### src/rtl/mem_arbiter_pkg.sv
// Shared encodings for the two-requester memory arbiter: FSM states and grant IDs.
package mem_arbiter_pkg;

  localparam int ADDR_W_DEF = 10;
  localparam int DATA_W_DEF = 16;

  typedef enum logic [1:0] {
    ARB_IDLE   = 2'd0,
    ARB_ACCESS = 2'd1,
    ARB_RESP   = 2'd2
  } arb_state_t;

  localparam logic REQ_A = 1'b0;
  localparam logic REQ_B = 1'b1;

endpackage

### src/rtl/mem_arbiter_rr_pick2.sv
// rr_pick2: combinational two-way round-robin picker; the requester that did not win last time wins a tie.
import mem_arbiter_pkg::*;

module rr_pick2 (
  input  logic req_a,
  input  logic req_b,
  input  logic last,
  output logic valid,
  output logic gnt
);

  always_comb begin
    valid = req_a | req_b;
    if (req_a && req_b) gnt = ~last;
    else if (req_b)     gnt = REQ_B;
    else                gnt = REQ_A;
  end

endmodule

### src/rtl/mem_arbiter.sv
// mem_arbiter: round-robin sharing of a single-port memory between fetch (A) and load/store (B).
// Optional write protection below WP_LIMIT is enabled by defining MEM_WP_EN.
//
// state      | meaning
// ARB_IDLE   | no access in flight, waiting for a request
// ARB_ACCESS | memory driven for the granted requester
// ARB_RESP   | ack pulse to the granted requester, requests ignored
import mem_arbiter_pkg::*;

module mem_arbiter #(
  parameter int                ADDR_W   = ADDR_W_DEF,
  parameter int                DATA_W   = DATA_W_DEF,
  parameter logic [ADDR_W-1:0] WP_LIMIT = 10'd64
) (
  input  logic              clk,
  input  logic              rst,
  input  logic              a_req,
  input  logic              a_we,
  input  logic [ADDR_W-1:0] a_addr,
  input  logic [DATA_W-1:0] a_wdata,
  output logic              a_ack,
  output logic [DATA_W-1:0] a_rdata,
  output logic              a_err,
  input  logic              b_req,
  input  logic              b_we,
  input  logic [ADDR_W-1:0] b_addr,
  input  logic [DATA_W-1:0] b_wdata,
  output logic              b_ack,
  output logic [DATA_W-1:0] b_rdata,
  output logic              b_err,
  output logic [ADDR_W-1:0] mem_addr,
  output logic              mem_w_en,
  output logic [DATA_W-1:0] mem_d_in,
  input  logic [DATA_W-1:0] mem_d_out,
  output logic              busy,
  output logic              wp_viol
);

  arb_state_t        state, next_state;
  logic              gnt_q, last_q;
  logic              pick_valid, pick_gnt;
  logic              sel_we;
  logic [ADDR_W-1:0] sel_addr;
  logic [DATA_W-1:0] sel_wdata;
  logic              wp_hit;
  logic [DATA_W-1:0] a_rdata_q, b_rdata_q;

  rr_pick2 u_pick (
    .req_a (a_req),
    .req_b (b_req),
    .last  (last_q),
    .valid (pick_valid),
    .gnt   (pick_gnt)
  );

  assign sel_we    = (gnt_q == REQ_B) ? b_we    : a_we;
  assign sel_addr  = (gnt_q == REQ_B) ? b_addr  : a_addr;
  assign sel_wdata = (gnt_q == REQ_B) ? b_wdata : a_wdata;

`ifdef MEM_WP_EN
  assign wp_hit = sel_we && (sel_addr < WP_LIMIT);
`else
  assign wp_hit = 1'b0;
`endif

  always_ff @(posedge clk or posedge rst) begin
    if (rst) state <= ARB_IDLE;
    else     state <= next_state;
  end

  always_comb begin
    next_state = state;
    case (state)
      ARB_IDLE:   if (pick_valid) next_state = ARB_ACCESS;
      ARB_ACCESS: next_state = ARB_RESP;
      ARB_RESP:   next_state = ARB_IDLE;
      default:    next_state = ARB_IDLE;
    endcase
  end

  // mem_w_en derives from state alone, so async reset drops it in the same instant
  always_comb begin
    mem_addr = '0;
    mem_d_in = '0;
    mem_w_en = 1'b0;
    a_ack    = 1'b0;
    b_ack    = 1'b0;
    busy     = (state != ARB_IDLE);
    case (state)
      ARB_ACCESS: begin
        mem_addr = sel_addr;
        mem_d_in = sel_wdata;
        mem_w_en = sel_we & ~wp_hit;
      end
      ARB_RESP: begin
        a_ack = (gnt_q == REQ_A);
        b_ack = (gnt_q == REQ_B);
      end
      default: ;
    endcase
  end

  always_ff @(posedge clk or posedge rst) begin
    if (rst) begin
      gnt_q     <= REQ_A;
      last_q    <= REQ_B;
      a_rdata_q <= '0;
      b_rdata_q <= '0;
    end else begin
      if (state == ARB_IDLE && pick_valid) gnt_q <= pick_gnt;
      if (state == ARB_ACCESS) begin
        last_q <= gnt_q;
        if (!sel_we) begin
          if (gnt_q == REQ_A) a_rdata_q <= mem_d_out;
          else                b_rdata_q <= mem_d_out;
        end
      end
    end
  end

  assign a_rdata = a_rdata_q;
  assign b_rdata = b_rdata_q;

`ifdef MEM_WP_EN
  logic err_q, wp_viol_q;

  always_ff @(posedge clk or posedge rst) begin
    if (rst) begin
      err_q     <= 1'b0;
      wp_viol_q <= 1'b0;
    end else if (state == ARB_ACCESS) begin
      err_q <= wp_hit;
      if (wp_hit) wp_viol_q <= 1'b1;
    end
  end

  assign a_err   = a_ack & err_q;
  assign b_err   = b_ack & err_q;
  assign wp_viol = wp_viol_q;
`else
  // Protection compiled out; keep the limit referenced so the parameter stays part of the interface.
  logic unused_wp;
  assign unused_wp = ^WP_LIMIT;
  assign a_err     = 1'b0;
  assign b_err     = 1'b0;
  assign wp_viol   = 1'b0;
`endif

endmodule

### config.mk
export PLATFORM = sky130hd
export DESIGN_NAME = mem_arbiter
export DESIGN_NICKNAME = d
export VERILOG_FILES = /design/src/rtl/mem_arbiter_pkg.sv /design/src/rtl/mem_arbiter_rr_pick2.sv /design/src/rtl/mem_arbiter.sv
export SDC_FILE = /design/constraint.sdc
export NUM_CORES = 1
export LEC_CHECK = 0
export ABC_AREA = 0
export BUFFER_PORTS_ARGS = -buffer_cell sky130_fd_sc_hd__buf_2
export CAP_MARGIN = 20
export CORE_ASPECT_RATIO = 0.75
export CORE_MARGIN = 2
export CORE_UTILIZATION = 35
export CTS_CLUSTER_SIZE = 24
export DETAILED_ROUTE_END_ITERATION = 7
export PLACE_DENSITY = 0.75
export SLEW_MARGIN = 40
export SYNTH_ARGS = -nofsm -noshare
export SYNTH_HDL_FRONTEND = slang
export SYNTH_SLANG_ARGS = --single-unit
### constraint.sdc
create_clock -name clk -period 5 [get_ports clk]
set_input_delay 0.5 -clock clk [delete_from_list [all_inputs] [get_ports clk]]
set_output_delay 0.5 -clock clk [all_outputs]
set_load 0.005 [all_outputs]
Word level (Yosys, flattened, before mapping)
Cells that the tools add are included.

cells by class
  reduce and logical (&&, ||, !) cells = 6
  multiplexer cells = 12
  bitwise logic cells = 4
  equality and inequality tests = 3

operator list
  operator                                                                count
  16-bit two-way mux                                                      2
  10-bit two-way mux                                                      2
  1-bit two-way mux                                                       6
  3-bit AND reduction                                                     2
  2-bit one-hot mux with 2 select lines                                   1
  1-bit inverter                                                          3
  2-bit by 1-bit equality test with 1-bit output (second input constant)  1
  2-bit equality test (second input constant)                             1
  1-bit logical AND                                                       2
  2-bit logical NOT                                                       1
  2-bit two-way mux                                                       1
  2-bit != test (second input constant)                                   1
  2-bit nonzero test                                                      1
  1-bit OR                                                                1

storage, ports and cells
  flip-flop bits (word level) = 36
  bits of input ports = 74
  word-level logic and storage cells = 30
  output and inout bits = 65

Longest topological paths before layout
Gate-level depths: netlist of the first run.

  word-level depth = 3
  gate-level depth with buffers = 5

Hierarchy
From an unflattened synthesis of the first run, not the netlist that was laid out.

unflattened totals
  cells, all modules = 149
  area total of the unflattened synthesis = 1875.5 um2

modules (own cells, without submodules)
  module       area an instance (um2)  cells each  times used
  mem_arbiter  1861.8                  147         1
  rr_pick2     13.8                    2           1

Worst setup path after synthesis of the first run
No wires, ideal clock.

  path type = reg-to-output
  from = register state[1]
  to = output mem_d_in[10]
  path slack = 3385 ps
  stages on the path, launching flop included = 5
  data arrival time = 1115 ps
  required time = 4500 ps
  buffers on the path = 2
  cells stage by stage = dfrtp_1 -> nand2b_1 -> clkbuf_1 -> buf_2 -> nor2_1

on the way
  longest elaborated chain between the ends = 2

ends and longest elaborated chain
  what                                            RTL line           RTL
  from (decl)                                     mem_arbiter.sv:39  arb_state_t state, next_state;
  from (signal assigned)                          mem_arbiter.sv:68  else state <= next_state;
  2-bit by 1-bit equality test with 1-bit output  mem_arbiter.sv:89  case (state)
  16-bit two-way mux                              mem_arbiter.sv:89
  to (decl)                                       mem_arbiter.sv:33  output logic [DATA_W-1:0] mem_d_in,

Every way passes these cells.

Final worst setup path of the first run
  from = register gnt_q
  to = output mem_d_in[13]

on the way
  longest elaborated chain between the ends = 2

ends and longest elaborated chain
  what                    RTL line            RTL
  from (decl)             mem_arbiter.sv:40   logic gnt_q, last_q;
  from (signal assigned)  mem_arbiter.sv:110  if (state == ARB_IDLE && pick_valid) gnt_q <= pick_gnt;
  16-bit two-way mux      mem_arbiter.sv:58   assign sel_wdata = (gnt_q == REQ_B) ? b_wdata : a_wdata;
  16-bit two-way mux      mem_arbiter.sv:89

Every way passes these cells.

==> results of run 1 <==
logic make-up (layout without fill, tap and decap cells):
family / count (synthesis) / count (layout)
compound gates: 2 / 2
buf+inv: 16 / 148
flops: 36 / 36
mux: 60 / 60
other cells: 1 / 3
simple gates: 36 / 36
tightest hold or removal path, cell delays in order:
cell                    delay [ps]
sky130_fd_sc_hd__buf_2          90
sky130_fd_sc_hd__inv_1          40
sky130_fd_sc_hd__buf_4         390
worst paths after layout:
kind | startpoint | end | slack (ps) | depth (start not counted)
setup / recovery | gnt_q$_DFFE_PP0P_ | mem_d_in[13] | 2540 | 4
hold / removal | rst | a_rdata[3]$_DFFE_PP0P_ | 310 | 3
setup reg to reg | gnt_q$_DFFE_PP0P_ | a_rdata[7]$_DFFE_PP0P_ | 2860 | 4
hold reg to reg | b_rdata[14]$_DFFE_PP0P_ | b_rdata[14]$_DFFE_PP0P_ | 500 | 1
max in group asynchronous | rst | last_q$_DFFE_PP1N_ | 4350 | 3
min in group clk | b_req | state[0]$_DFFE_PP0P_ | 450 | 3
cell type report:
cell class | instances | share of cell area
Clock buffer | 7 | 0.0358
Inverter | 3 | 0.00418
Multi-Input combinational cell | 101 | 0.331
Sequential cell | 36 | 0.335
Tap cell | 75 | 0.0349
Timing Repair Buffer | 138 | 0.259
power by group through the flow:
| stage | Sequential, mW | Clock (mW) | Combinational, mW |
|---|---|---|---|
| 2_1_floorplan | 0.534 | 0 | 0.454 |
| 3_3_place_gp | 0.546 | 0 | 0.697 |
| 3_5_place_dp | 0.552 | 0 | 0.710 |
| 4_1_cts | 0.548 | 0.225 | 0.712 |
| 5_1_grt | 0.567 | 0.237 | 0.775 |
| 6_report | 0.547 | 0.215 | 0.700 |
layer usage:
metal	global-route usage	wire length [µm]
met5	0	0
met4	0.0398	31
met1	0.188	1900
met3	0.0428	269
met2	0.216	2210
flip-flops by register name (all words and copies together), names as in the netlist:
register / flops
a_rdata: 16
b_rdata: 16
state: 2
gnt_q: 1
last_q: 1
metrics by stage:
step / utilization / cells / power, mW / setup slack, ps / hold slack, ps
2_1_floorplan: - / 153 / 0.987 / 3380 / 505
3_3_place_gp: 0.492 / 353 / 1.24 / 2830 / 484
3_5_place_dp: 0.493 / 353 / 1.26 / 2850 / 490
4_1_cts: 0.511 / 360 / 1.49 / 2530 / 319
5_1_grt: 0.511 / 360 / 1.58 / 2390 / 365
6_report: 0.511 / 360 / 1.46 / 2540 / 310
cells in the mapped netlist, drive strengths merged:
master | number | area [µm²]
a21bo | 1 | 10.0
and4bb | 1 | 12.5
buf | 12 | 86.3
clkbuf | 1 | 3.75
conb | 1 | 3.75
dfrtp | 35 | 876
dfstp | 1 | 26.3
inv | 3 | 11.3
mux2 | 33 | 409
mux2i | 27 | 270
nand2b | 1 | 6.26
nor2 | 29 | 109
nor3b | 3 | 22.5
nor4b | 1 | 23.8
o22ai | 1 | 6.26
or2 | 1 | 6.26
cells in the final DEF, fill, tap and decap left out, drive strengths merged:
| cell | instances |
|---|---|
| a21bo | 1 |
| and4bb | 1 |
| buf | 138 |
| clkbuf | 7 |
| conb | 3 |
| dfrtp | 35 |
| dfstp | 1 |
| inv | 3 |
| mux2 | 33 |
| mux2i | 27 |
| nand2b | 1 |
| nor2 | 29 |
| nor3b | 3 |
| nor4b | 1 |
| o22ai | 1 |
| or2 | 1 |
==> impl_metrics.xml, run 1 <==
<?xml version="1.0" encoding="UTF-8"?>
<metrics>
  <group name="run_status">
    <metric name="run_status" unit="">finished clean</metric>
  </group>
  <group name="final_layout">
    <metric name="areaGrowthSynthToFinish" unit="%">42.9</metric>
    <metric name="multiInputGateArea" unit="µm²">890</metric>
    <metric name="insertedDiodeCount" unit="">0</metric>
    <metric name="final_layout_size_suffix_gt1_frac" unit="">0.646</metric>
    <metric name="ff_latch_area" unit="µm²">902</metric>
    <metric name="finish.instance_area" unit="µm²">2690</metric>
    <metric name="nNetsFinal" unit="">359</metric>
    <metric name="final.fill_count" unit="">506</metric>
  </group>
  <group name="power">
    <metric name="vdd_ir_drop_max" unit="µV">219</metric>
    <metric name="comb_pwr_share" unit="">0.479</metric>
    <metric name="power.switching_fraction" unit="">0.329</metric>
    <metric name="power.internal" unit="mW">0.981</metric>
    <metric name="powerDensity" unit="nW/µm²">543</metric>
    <metric name="power.net_switching" unit="mW">0.481</metric>
    <metric name="power_frac_clock" unit="">0.147</metric>
    <metric name="p_leak" unit="nW">1.49</metric>
    <metric name="power_frac_seq" unit="">0.374</metric>
  </group>
  <group name="synthesis">
    <metric name="synth_area_per_cell" unit="µm²">12.5</metric>
    <metric name="synthSimpleGateAreaFrac" unit="">0.0957</metric>
    <metric name="ys_warn_count" unit="">0</metric>
    <metric name="number_of_instances_in_the_synthesized_netlist" unit="">151</metric>
    <metric name="dominant_combinational_cell_family_by_area_after_synthesis" unit="">multiplexers</metric>
    <metric name="synth_adder_area_share" unit="">0</metric>
    <metric name="synth_xor_xnor_area_share" unit="">0</metric>
    <metric name="yosys_register_bits" unit="">36</metric>
    <metric name="synth-compound-area-share" unit="">0.00864</metric>
    <metric name="synth_sequential_area_ratio" unit="">0.479</metric>
    <metric name="synth_mux_area_frac" unit="">0.361</metric>
    <metric name="synth_cell_types" unit="">19</metric>
    <metric name="syn_std_cell_area" unit="µm²">1880</metric>
  </group>
  <group name="job">
    <metric name="drv.max_cap_violation_count" unit="">0</metric>
  </group>
  <group name="cts">
    <metric name="post_cts.repair.setup_buffers" unit="">0</metric>
    <metric name="clock_path_buffers" unit="">2</metric>
    <metric name="tritoncts" unit="">built</metric>
    <metric name="worst_skew_pair.late_latency" unit="ps">280</metric>
    <metric name="clkTransAtPathRegs" unit="ps">70</metric>
    <metric name="numCtsBuffers" unit="">5</metric>
    <metric name="htreeDepth" unit="">2</metric>
    <metric name="clockRootBuffer" unit="">sky130_fd_sc_hd__clkbuf_8</metric>
    <metric name="clock-sinks" unit="">36</metric>
    <metric name="holdBufCountCts" unit="">0</metric>
    <metric name="postCtsResizedCells" unit="">0</metric>
  </group>
  <group name="setup_path">
    <metric name="cp.buffers_inverters" unit="">2</metric>
    <metric name="crit_fanout" unit="">17</metric>
    <metric name="cp.required" unit="ps">4500</metric>
    <metric name="cp_slowest_cell" unit="">sky130_fd_sc_hd__dfrtp_1</metric>
    <metric name="crit_arrival" unit="ps">1960</metric>
    <metric name="worst_setup_path_start_kind" unit="">register</metric>
    <metric name="worstSetupEndpointType" unit="">output port</metric>
    <metric name="path_cells" unit="">buf_4 -&gt; mux2i_1 -&gt; nor2_1 -&gt; buf_2</metric>
    <metric name="path_class" unit="">reg -&gt; out</metric>
    <metric name="critPathMaxStageDelay" unit="ps">840</metric>
    <metric name="path_delay_family" unit="">flip-flops</metric>
  </group>
  <group name="global_route">
    <metric name="first_global_vias" unit="">1364</metric>
    <metric name="grt-ovfl-total" unit="">0</metric>
    <metric name="grt_use_total" unit="">0.139</metric>
    <metric name="first_pass_grt_wire_length" unit="mm">6.37</metric>
    <metric name="antenna_found_initial" unit="">0</metric>
    <metric name="grt_start_max_net_pins" unit="">37</metric>
  </group>
  <group name="sta">
    <metric name="grt_setup_unrepaired" unit="">false</metric>
    <metric name="final-hold-violation-count" unit="">0</metric>
    <metric name="final.min_clock_period" unit="ps">2460</metric>
    <metric name="report.final.slew_viol_count" unit="">0</metric>
    <metric name="max_slew_margin" unit="">0.492</metric>
    <metric name="finalClockSkew" unit="ps">3.70</metric>
    <metric name="period_share" unit="">0.493</metric>
    <metric name="fin_tns_setup" unit="ps">0</metric>
    <metric name="fmax" unit="MHz">406</metric>
    <metric name="final-setup-viol-count" unit="">0</metric>
    <metric name="worst_margin_slew" unit="ps">762</metric>
  </group>
  <group name="floorplan">
    <metric name="chipWidth" unit="µm">88.7</metric>
    <metric name="top_level_ports" unit="">139</metric>
    <metric name="coreArea" unit="µm²">5270</metric>
    <metric name="starting_density" unit="">0.358</metric>
    <metric name="chipHeight" unit="µm">67.5</metric>
    <metric name="placementRows" unit="">23</metric>
    <metric name="die_area" unit="µm²">5990</metric>
  </group>
  <group name="placed_design">
    <metric name="dpl-instance-area" unit="µm²">2590</metric>
    <metric name="detailed_place_hpwl" unit="mm">3.39</metric>
    <metric name="number_of_input_and_output_port_buffers_inserted" unit="">135</metric>
    <metric name="globalplace.congestion" unit="">0.695</metric>
  </group>
  <group name="drt">
    <metric name="initialDrtViolationCount" unit="">30</metric>
    <metric name="vias_per_cell" unit="">4.37</metric>
    <metric name="totalWireLength" unit="mm">4.41</metric>
    <metric name="dr.pass1.iters" unit="">4</metric>
    <metric name="route.antenna.remaining_nets" unit="">0</metric>
    <metric name="route.vias.total" unit="">1573</metric>
    <metric name="wl_per_cell" unit="µm">12.2</metric>
    <metric name="remaining_drc_errors" unit="">0</metric>
  </group>
  <group name="worst_hold_path">
    <metric name="min-delay-path-class" unit="">in -&gt; async</metric>
  </group>
</metrics>
Power figures use the tool's default switching activity.
==> run 2: changes to the inputs <==
--- a/config.mk
+++ b/config.mk
@@ -13,7 +13,7 @@
 export CORE_UTILIZATION = 35
 export CTS_CLUSTER_SIZE = 24
 export DETAILED_ROUTE_END_ITERATION = 7
-export PLACE_DENSITY = 0.75
+export PLACE_DENSITY = 0.78
 export SLEW_MARGIN = 40
 export SYNTH_ARGS = -nofsm -noshare
 export SYNTH_HDL_FRONTEND = slang
==> constraint.sdc (replaced) <==
create_clock -name clk -period 2.2 [get_ports clk]
set_input_delay 0.22 -clock clk [delete_from_list [all_inputs] [get_ports clk]]
set_output_delay 0.22 -clock clk [all_outputs]
set_load 0.005 [all_outputs]
==> impl_metrics.xml, run 2 (same netlist as run 1, synthesis figures left out) <==
<?xml version="1.0" encoding="UTF-8"?>
<metrics>
  <group name="run_status">
    <metric name="run_status" unit="">finished clean</metric>
  </group>
  <group name="sta">
    <metric name="report.final.slew_viol_count" unit="">0</metric>
    <metric name="fmax" unit="MHz">529</metric>
    <metric name="fin_tns_setup" unit="ps">0</metric>
    <metric name="final-setup-viol-count" unit="">0</metric>
    <metric name="final.min_clock_period" unit="ps">1890</metric>
    <metric name="final-hold-violation-count" unit="">0</metric>
    <metric name="finalClockSkew" unit="ps">6.69</metric>
    <metric name="grt_setup_unrepaired" unit="">false</metric>
    <metric name="layout_setup_ws" unit="ps">309</metric>
    <metric name="period_share" unit="">0.860</metric>
  </group>
  <group name="global_route">
    <metric name="first_pass_grt_wire_length" unit="mm">6.25</metric>
    <metric name="grt-ovfl-total" unit="">0</metric>
    <metric name="antenna_found_initial" unit="">0</metric>
    <metric name="grt_use_total" unit="">0.134</metric>
    <metric name="first_global_vias" unit="">1416</metric>
    <metric name="grt_start_max_net_pins" unit="">37</metric>
  </group>
  <group name="cts">
    <metric name="worst_skew_pair.late_latency" unit="ps">280</metric>
    <metric name="tritoncts" unit="">built</metric>
    <metric name="holdBufCountCts" unit="">0</metric>
    <metric name="htreeDepth" unit="">2</metric>
    <metric name="postCtsResizedCells" unit="">0</metric>
    <metric name="numCtsBuffers" unit="">5</metric>
    <metric name="post_cts.repair.setup_buffers" unit="">0</metric>
    <metric name="clockRootBuffer" unit="">sky130_fd_sc_hd__clkbuf_8</metric>
    <metric name="clock_path_buffers" unit="">2</metric>
    <metric name="clock-sinks" unit="">36</metric>
    <metric name="clkTransAtPathRegs" unit="ps">70</metric>
  </group>
  <group name="placed_design">
    <metric name="detailedPlace.worstSlack" unit="ps">569</metric>
    <metric name="dpl-instance-area" unit="µm²">2610</metric>
    <metric name="number_of_input_and_output_port_buffers_inserted" unit="">135</metric>
    <metric name="globalplace.congestion" unit="">0.678</metric>
  </group>
  <group name="setup_path">
    <metric name="worstSetupEndpointType" unit="">output port</metric>
    <metric name="cp.buffers_inverters" unit="">2</metric>
    <metric name="worstSetupStartpoint" unit="">state[1]$_DFFE_PP0P_</metric>
    <metric name="cp.required" unit="ps">1980</metric>
    <metric name="critPathMaxStageDelay" unit="ps">470</metric>
    <metric name="path_depth" unit="">4</metric>
    <metric name="slack_of_the_worst_reg_to_reg_path" unit="ps">580</metric>
    <metric name="crit_arrival" unit="ps">1670</metric>
    <metric name="path_cells" unit="">nand2b_1 -&gt; buf_4 -&gt; nor2_1 -&gt; buf_2</metric>
    <metric name="path_class" unit="">reg -&gt; out</metric>
    <metric name="path_delay_family" unit="">simple AND/OR/NAND/NOR gates</metric>
    <metric name="crit_fanout" unit="">17</metric>
    <metric name="rr_worst_depth" unit="">3</metric>
    <metric name="cp-endpoint" unit="">mem_d_in[13]</metric>
    <metric name="worst_setup_path_start_kind" unit="">register</metric>
    <metric name="cp_slowest_cell" unit="">sky130_fd_sc_hd__dfrtp_1</metric>
    <metric name="r2r_end" unit="">last_q$_DFFE_PP1N_</metric>
    <metric name="r2r_start" unit="">state[1]$_DFFE_PP0P_</metric>
  </group>
  <group name="floorplan">
    <metric name="chipHeight" unit="µm">67.5</metric>
    <metric name="starting_density" unit="">0.358</metric>
    <metric name="placementRows" unit="">23</metric>
    <metric name="chipWidth" unit="µm">88.7</metric>
    <metric name="top_level_ports" unit="">139</metric>
    <metric name="coreArea" unit="µm²">5270</metric>
    <metric name="die_area" unit="µm²">5990</metric>
  </group>
  <group name="drt">
    <metric name="totalWireLength" unit="mm">4.53</metric>
    <metric name="route.antenna.remaining_nets" unit="">0</metric>
    <metric name="remaining_drc_errors" unit="">0</metric>
    <metric name="route.vias.total" unit="">1584</metric>
    <metric name="wl_per_cell" unit="µm">12.5</metric>
    <metric name="initialDrtViolationCount" unit="">23</metric>
    <metric name="dr.pass1.iters" unit="">3</metric>
    <metric name="vias_per_cell" unit="">4.36</metric>
  </group>
  <group name="final_layout">
    <metric name="mostFrequentLayoutCells" unit="">sky130_fd_sc_hd__buf_2 (135), sky130_fd_sc_hd__dfrtp_1 (35), sky130_fd_sc_hd__nor2_1 (29)</metric>
    <metric name="final_layout_size_suffix_gt1_frac" unit="">0.642</metric>
    <metric name="nNetsFinal" unit="">361</metric>
    <metric name="areaGrowthSynthToFinish" unit="%">44.2</metric>
    <metric name="finish.instance_area" unit="µm²">2720</metric>
    <metric name="final_common_cell" unit="">sky130_fd_sc_hd__buf_2</metric>
    <metric name="insertedDiodeCount" unit="">0</metric>
    <metric name="post-route-util" unit="">0.516</metric>
  </group>
  <group name="power">
    <metric name="p_leak" unit="nW">1.50</metric>
    <metric name="powerDensity" unit="nW/µm²">1260</metric>
    <metric name="power.total" unit="mW">3.43</metric>
    <metric name="vdd_ir_drop_max" unit="µV">579</metric>
  </group>
  <group name="job">
    <metric name="drv.max_cap_violation_count" unit="">0</metric>
  </group>
  <group name="worst_hold_path">
    <metric name="min-delay-path-class" unit="">in -&gt; async</metric>
  </group>
</metrics>
run 2: changes by cell type in the layout (fill, tap and decap cells not counted), sizes merged:
cell	previous run	this run
buf	138	140
bufinv	0	1
clkbuf	7	6
clkinv	0	1
run 2: layout make-up:
type,instances,area (µm²)
multi-input combinational,101,887
timing repair buffer,140,713
inverter,3,11.3
sequential,36,902
clock inverter,2,35.0
fill,504,2550
clock buffer,6,72.6
tap,75,93.8
run 2: metal layers:
layer  wire [µm]  share of wire  GRT usage
met4          26         0.0057     0.0360
met5           0              0          0
met2        2250           0.50      0.219
met1        2000           0.44      0.174
met3         251          0.055     0.0403
run 2: metrics by stage:
stage / hold slack (ps) / std cells
after CTS: 38.8 / 363
after global routing: 68.9 / 363
after detailed placement: 354 / 355
after global placement: 340 / 355
after floorplan: 345 / 153
final: 28.0 / 363
run 2: worst min path at each step:
stage | startpoint | endpoint | slack (ps) | cells after the start
floorplan | a_req | state[0]$_DFFE_PP0P_ | 340 | 2
global placement | rst | state[1]$_DFFE_PP0P_ | 340 | 3
finish | rst | b_rdata[2]$_DFFE_PP0P_ | 30 | 3
CTS | rst | a_rdata[6]$_DFFE_PP0P_ | 40 | 3
detailed placement | rst | a_rdata[7]$_DFFE_PP0P_ | 350 | 3
global route | rst | b_rdata[2]$_DFFE_PP0P_ | 70 | 3
run 2: worst reg2reg max path: stages (launching register included):
cell,delay [ps]
sky130_fd_sc_hd__dfrtp_1,470
sky130_fd_sc_hd__nand2b_1,420
sky130_fd_sc_hd__buf_4,300
sky130_fd_sc_hd__mux2_2,360
run 2: power by group:
part / leakage [nW] / internal, mW / switching (mW)
Combinational: 1.01 / 0.964 / 0.708
Sequential: 0.431 / 1.00 / 0.199
Clock: 0.0552 / 0.336 / 0.217
==> run 3: changes to the inputs <==
--- a/config.mk
+++ b/config.mk
@@ -11,6 +11,7 @@
 export CORE_ASPECT_RATIO = 0.75
 export CORE_MARGIN = 2
 export CORE_UTILIZATION = 35
+export CTS_BUF_LIST = sky130_fd_sc_hd__clkbuf_4 sky130_fd_sc_hd__clkbuf_8 sky130_fd_sc_hd__clkbuf_16
 export CTS_CLUSTER_SIZE = 24
 export DETAILED_ROUTE_END_ITERATION = 7
 export PLACE_DENSITY = 0.78
==> impl_metrics.xml, run 3 (same netlist as run 1, synthesis figures left out) <==
<?xml version="1.0" encoding="UTF-8"?>
<metrics>
  <group name="run_status">
    <metric name="run_status" unit="">finished clean</metric>
  </group>
  <group name="drt">
    <metric name="wl_per_cell" unit="µm">12.5</metric>
    <metric name="route.vias.total" unit="">1584</metric>
    <metric name="totalWireLength" unit="mm">4.53</metric>
    <metric name="initialDrtViolationCount" unit="">23</metric>
    <metric name="dr.pass1.iters" unit="">3</metric>
    <metric name="vias_per_cell" unit="">4.36</metric>
    <metric name="remaining_drc_errors" unit="">0</metric>
    <metric name="route.antenna.remaining_nets" unit="">0</metric>
  </group>
  <group name="final_layout">
    <metric name="areaGrowthSynthToFinish" unit="%">44.4</metric>
    <metric name="insertedDiodeCount" unit="">0</metric>
    <metric name="final_common_cell" unit="">sky130_fd_sc_hd__buf_2</metric>
    <metric name="final_layout_size_suffix_gt1_frac" unit="">0.646</metric>
    <metric name="final.fill_count" unit="">502</metric>
    <metric name="mostFrequentLayoutCells" unit="">sky130_fd_sc_hd__buf_2 (135), sky130_fd_sc_hd__dfrtp_1 (35), sky130_fd_sc_hd__nor2_1 (29)</metric>
    <metric name="nNetsFinal" unit="">361</metric>
  </group>
  <group name="cts">
    <metric name="tritoncts" unit="">built</metric>
    <metric name="worst_skew_pair.late_latency" unit="ps">280</metric>
    <metric name="post_cts.repair.setup_buffers" unit="">0</metric>
    <metric name="clock-sinks" unit="">36</metric>
    <metric name="clockRootBuffer" unit="">sky130_fd_sc_hd__clkbuf_8</metric>
    <metric name="postCtsResizedCells" unit="">0</metric>
    <metric name="htreeDepth" unit="">2</metric>
    <metric name="clkTransAtPathRegs" unit="ps">60</metric>
    <metric name="numCtsBuffers" unit="">5</metric>
    <metric name="clock_path_buffers" unit="">2</metric>
    <metric name="holdBufCountCts" unit="">0</metric>
  </group>
  <group name="sta">
    <metric name="final.min_clock_period" unit="ps">1890</metric>
    <metric name="grt_setup_unrepaired" unit="">false</metric>
    <metric name="finalClockSkew" unit="ps">6.69</metric>
    <metric name="period_share" unit="">0.860</metric>
    <metric name="layout_setup_ws" unit="ps">309</metric>
    <metric name="final-hold-violation-count" unit="">0</metric>
    <metric name="final-setup-viol-count" unit="">0</metric>
    <metric name="fin_tns_setup" unit="ps">0</metric>
    <metric name="fmax" unit="MHz">529</metric>
    <metric name="report.final.slew_viol_count" unit="">0</metric>
  </group>
  <group name="worst_hold_path">
    <metric name="min-delay-path-class" unit="">in -&gt; async</metric>
  </group>
  <group name="floorplan">
    <metric name="starting_density" unit="">0.358</metric>
    <metric name="placementRows" unit="">23</metric>
    <metric name="die_area" unit="µm²">5990</metric>
    <metric name="chipHeight" unit="µm">67.5</metric>
    <metric name="coreArea" unit="µm²">5270</metric>
    <metric name="top_level_ports" unit="">139</metric>
    <metric name="chipWidth" unit="µm">88.7</metric>
  </group>
  <group name="setup_path">
    <metric name="crit_fanout" unit="">17</metric>
    <metric name="r2r_start" unit="">state[1]$_DFFE_PP0P_</metric>
    <metric name="worstSetupEndpointType" unit="">output port</metric>
    <metric name="cp.required" unit="ps">1980</metric>
    <metric name="path_class" unit="">reg -&gt; out</metric>
    <metric name="crit_arrival" unit="ps">1670</metric>
    <metric name="worst_setup_path_start_kind" unit="">register</metric>
    <metric name="worstSetupStartpoint" unit="">state[1]$_DFFE_PP0P_</metric>
  </group>
  <group name="placed_design">
    <metric name="globalplace.congestion" unit="">0.678</metric>
    <metric name="detailedPlace.worstSlack" unit="ps">569</metric>
    <metric name="number_of_input_and_output_port_buffers_inserted" unit="">135</metric>
  </group>
  <group name="power">
    <metric name="power_frac_clock" unit="">0.164</metric>
    <metric name="power_frac_seq" unit="">0.350</metric>
    <metric name="vdd_ir_drop_max" unit="µV">559</metric>
    <metric name="power.internal" unit="mW">2.32</metric>
    <metric name="power.net_switching" unit="mW">1.12</metric>
    <metric name="comb_pwr_share" unit="">0.486</metric>
    <metric name="p_leak" unit="nW">1.50</metric>
    <metric name="powerDensity" unit="nW/µm²">1270</metric>
    <metric name="power.switching_fraction" unit="">0.327</metric>
  </group>
  <group name="global_route">
    <metric name="grt-ovfl-total" unit="">0</metric>
    <metric name="first_pass_grt_wire_length" unit="mm">6.25</metric>
    <metric name="first_global_vias" unit="">1416</metric>
    <metric name="grt_use_total" unit="">0.134</metric>
    <metric name="grt_start_max_net_pins" unit="">37</metric>
    <metric name="antenna_found_initial" unit="">0</metric>
  </group>
  <group name="job">
    <metric name="drv.max_cap_violation_count" unit="">0</metric>
  </group>
</metrics>
## run 3: cell counts in the layout (fill, tap and decap cells not counted)
No cell type changed its count.
## run 3: stage by stage
stage | utilization | cells | hold WS, ps | area [µm²] | power [mW]
floorplan | - | 153 | 345 | 1890 | 2.24
global placement | 0.495 | 355 | 340 | 2610 | 2.84
detailed placement | 0.495 | 355 | 354 | 2610 | 2.91
CTS | 0.516 | 363 | 38.7 | 2720 | 3.50
global route | 0.516 | 363 | 68.9 | 2720 | 3.71
finish | 0.516 | 363 | 28.0 | 2720 | 3.44
## run 3: worst max-delay path: stages (launching register included)
cell	delay, ps
sky130_fd_sc_hd__dfrtp_1	470
sky130_fd_sc_hd__nand2b_1	420
sky130_fd_sc_hd__buf_4	300
sky130_fd_sc_hd__nor2_1	70
sky130_fd_sc_hd__buf_2	130
## run 3: worst paths after layout
path / slack, ps / end / depth (start not counted)
worst min register to register: 510 / b_rdata[9]$_DFFE_PP0P_ / 1
worst max register to register: 580 / last_q$_DFFE_PP1N_ / 3
max in group asynchronous: 1840 / last_q$_DFFE_PP1N_ / 3
min in group clk: 180 / a_rdata[8]$_DFFE_PP0P_ / 2
worst min-delay path: 30 / a_rdata[7]$_DFFE_PP0P_ / 3
worst max-delay path: 310 / mem_d_in[13] / 4
## run 3: cell type report
class / count / area, µm² / area share
well taps: 75 / 93.8 / 0.0345
repair buffers: 140 / 713 / 0.262
clock buffers: 6 / 76.3 / 0.0281
flip-flops and latches: 36 / 902 / 0.332
multi-input cells: 101 / 887 / 0.326
inverters: 3 / 11.3 / 0.00414
clock inverters: 2 / 35.0 / 0.0129
## run 3: layer usage
metal | track usage | routed length (µm)
met5 | 0 | 0
met3 | 0.0403 | 251
met2 | 0.219 | 2260
met1 | 0.174 | 1990
met4 | 0.0360 | 26
## run 3: power groups by stage
stage | sequential, mW | combinational [mW] | clock, mW
3_5_place_dp | 1.21 | 1.70 | 0
2_1_floorplan | 1.21 | 1.03 | 0
6_report | 1.20 | 1.67 | 0.565
3_3_place_gp | 1.21 | 1.64 | 0
4_1_cts | 1.21 | 1.70 | 0.594
5_1_grt | 1.25 | 1.84 | 0.619
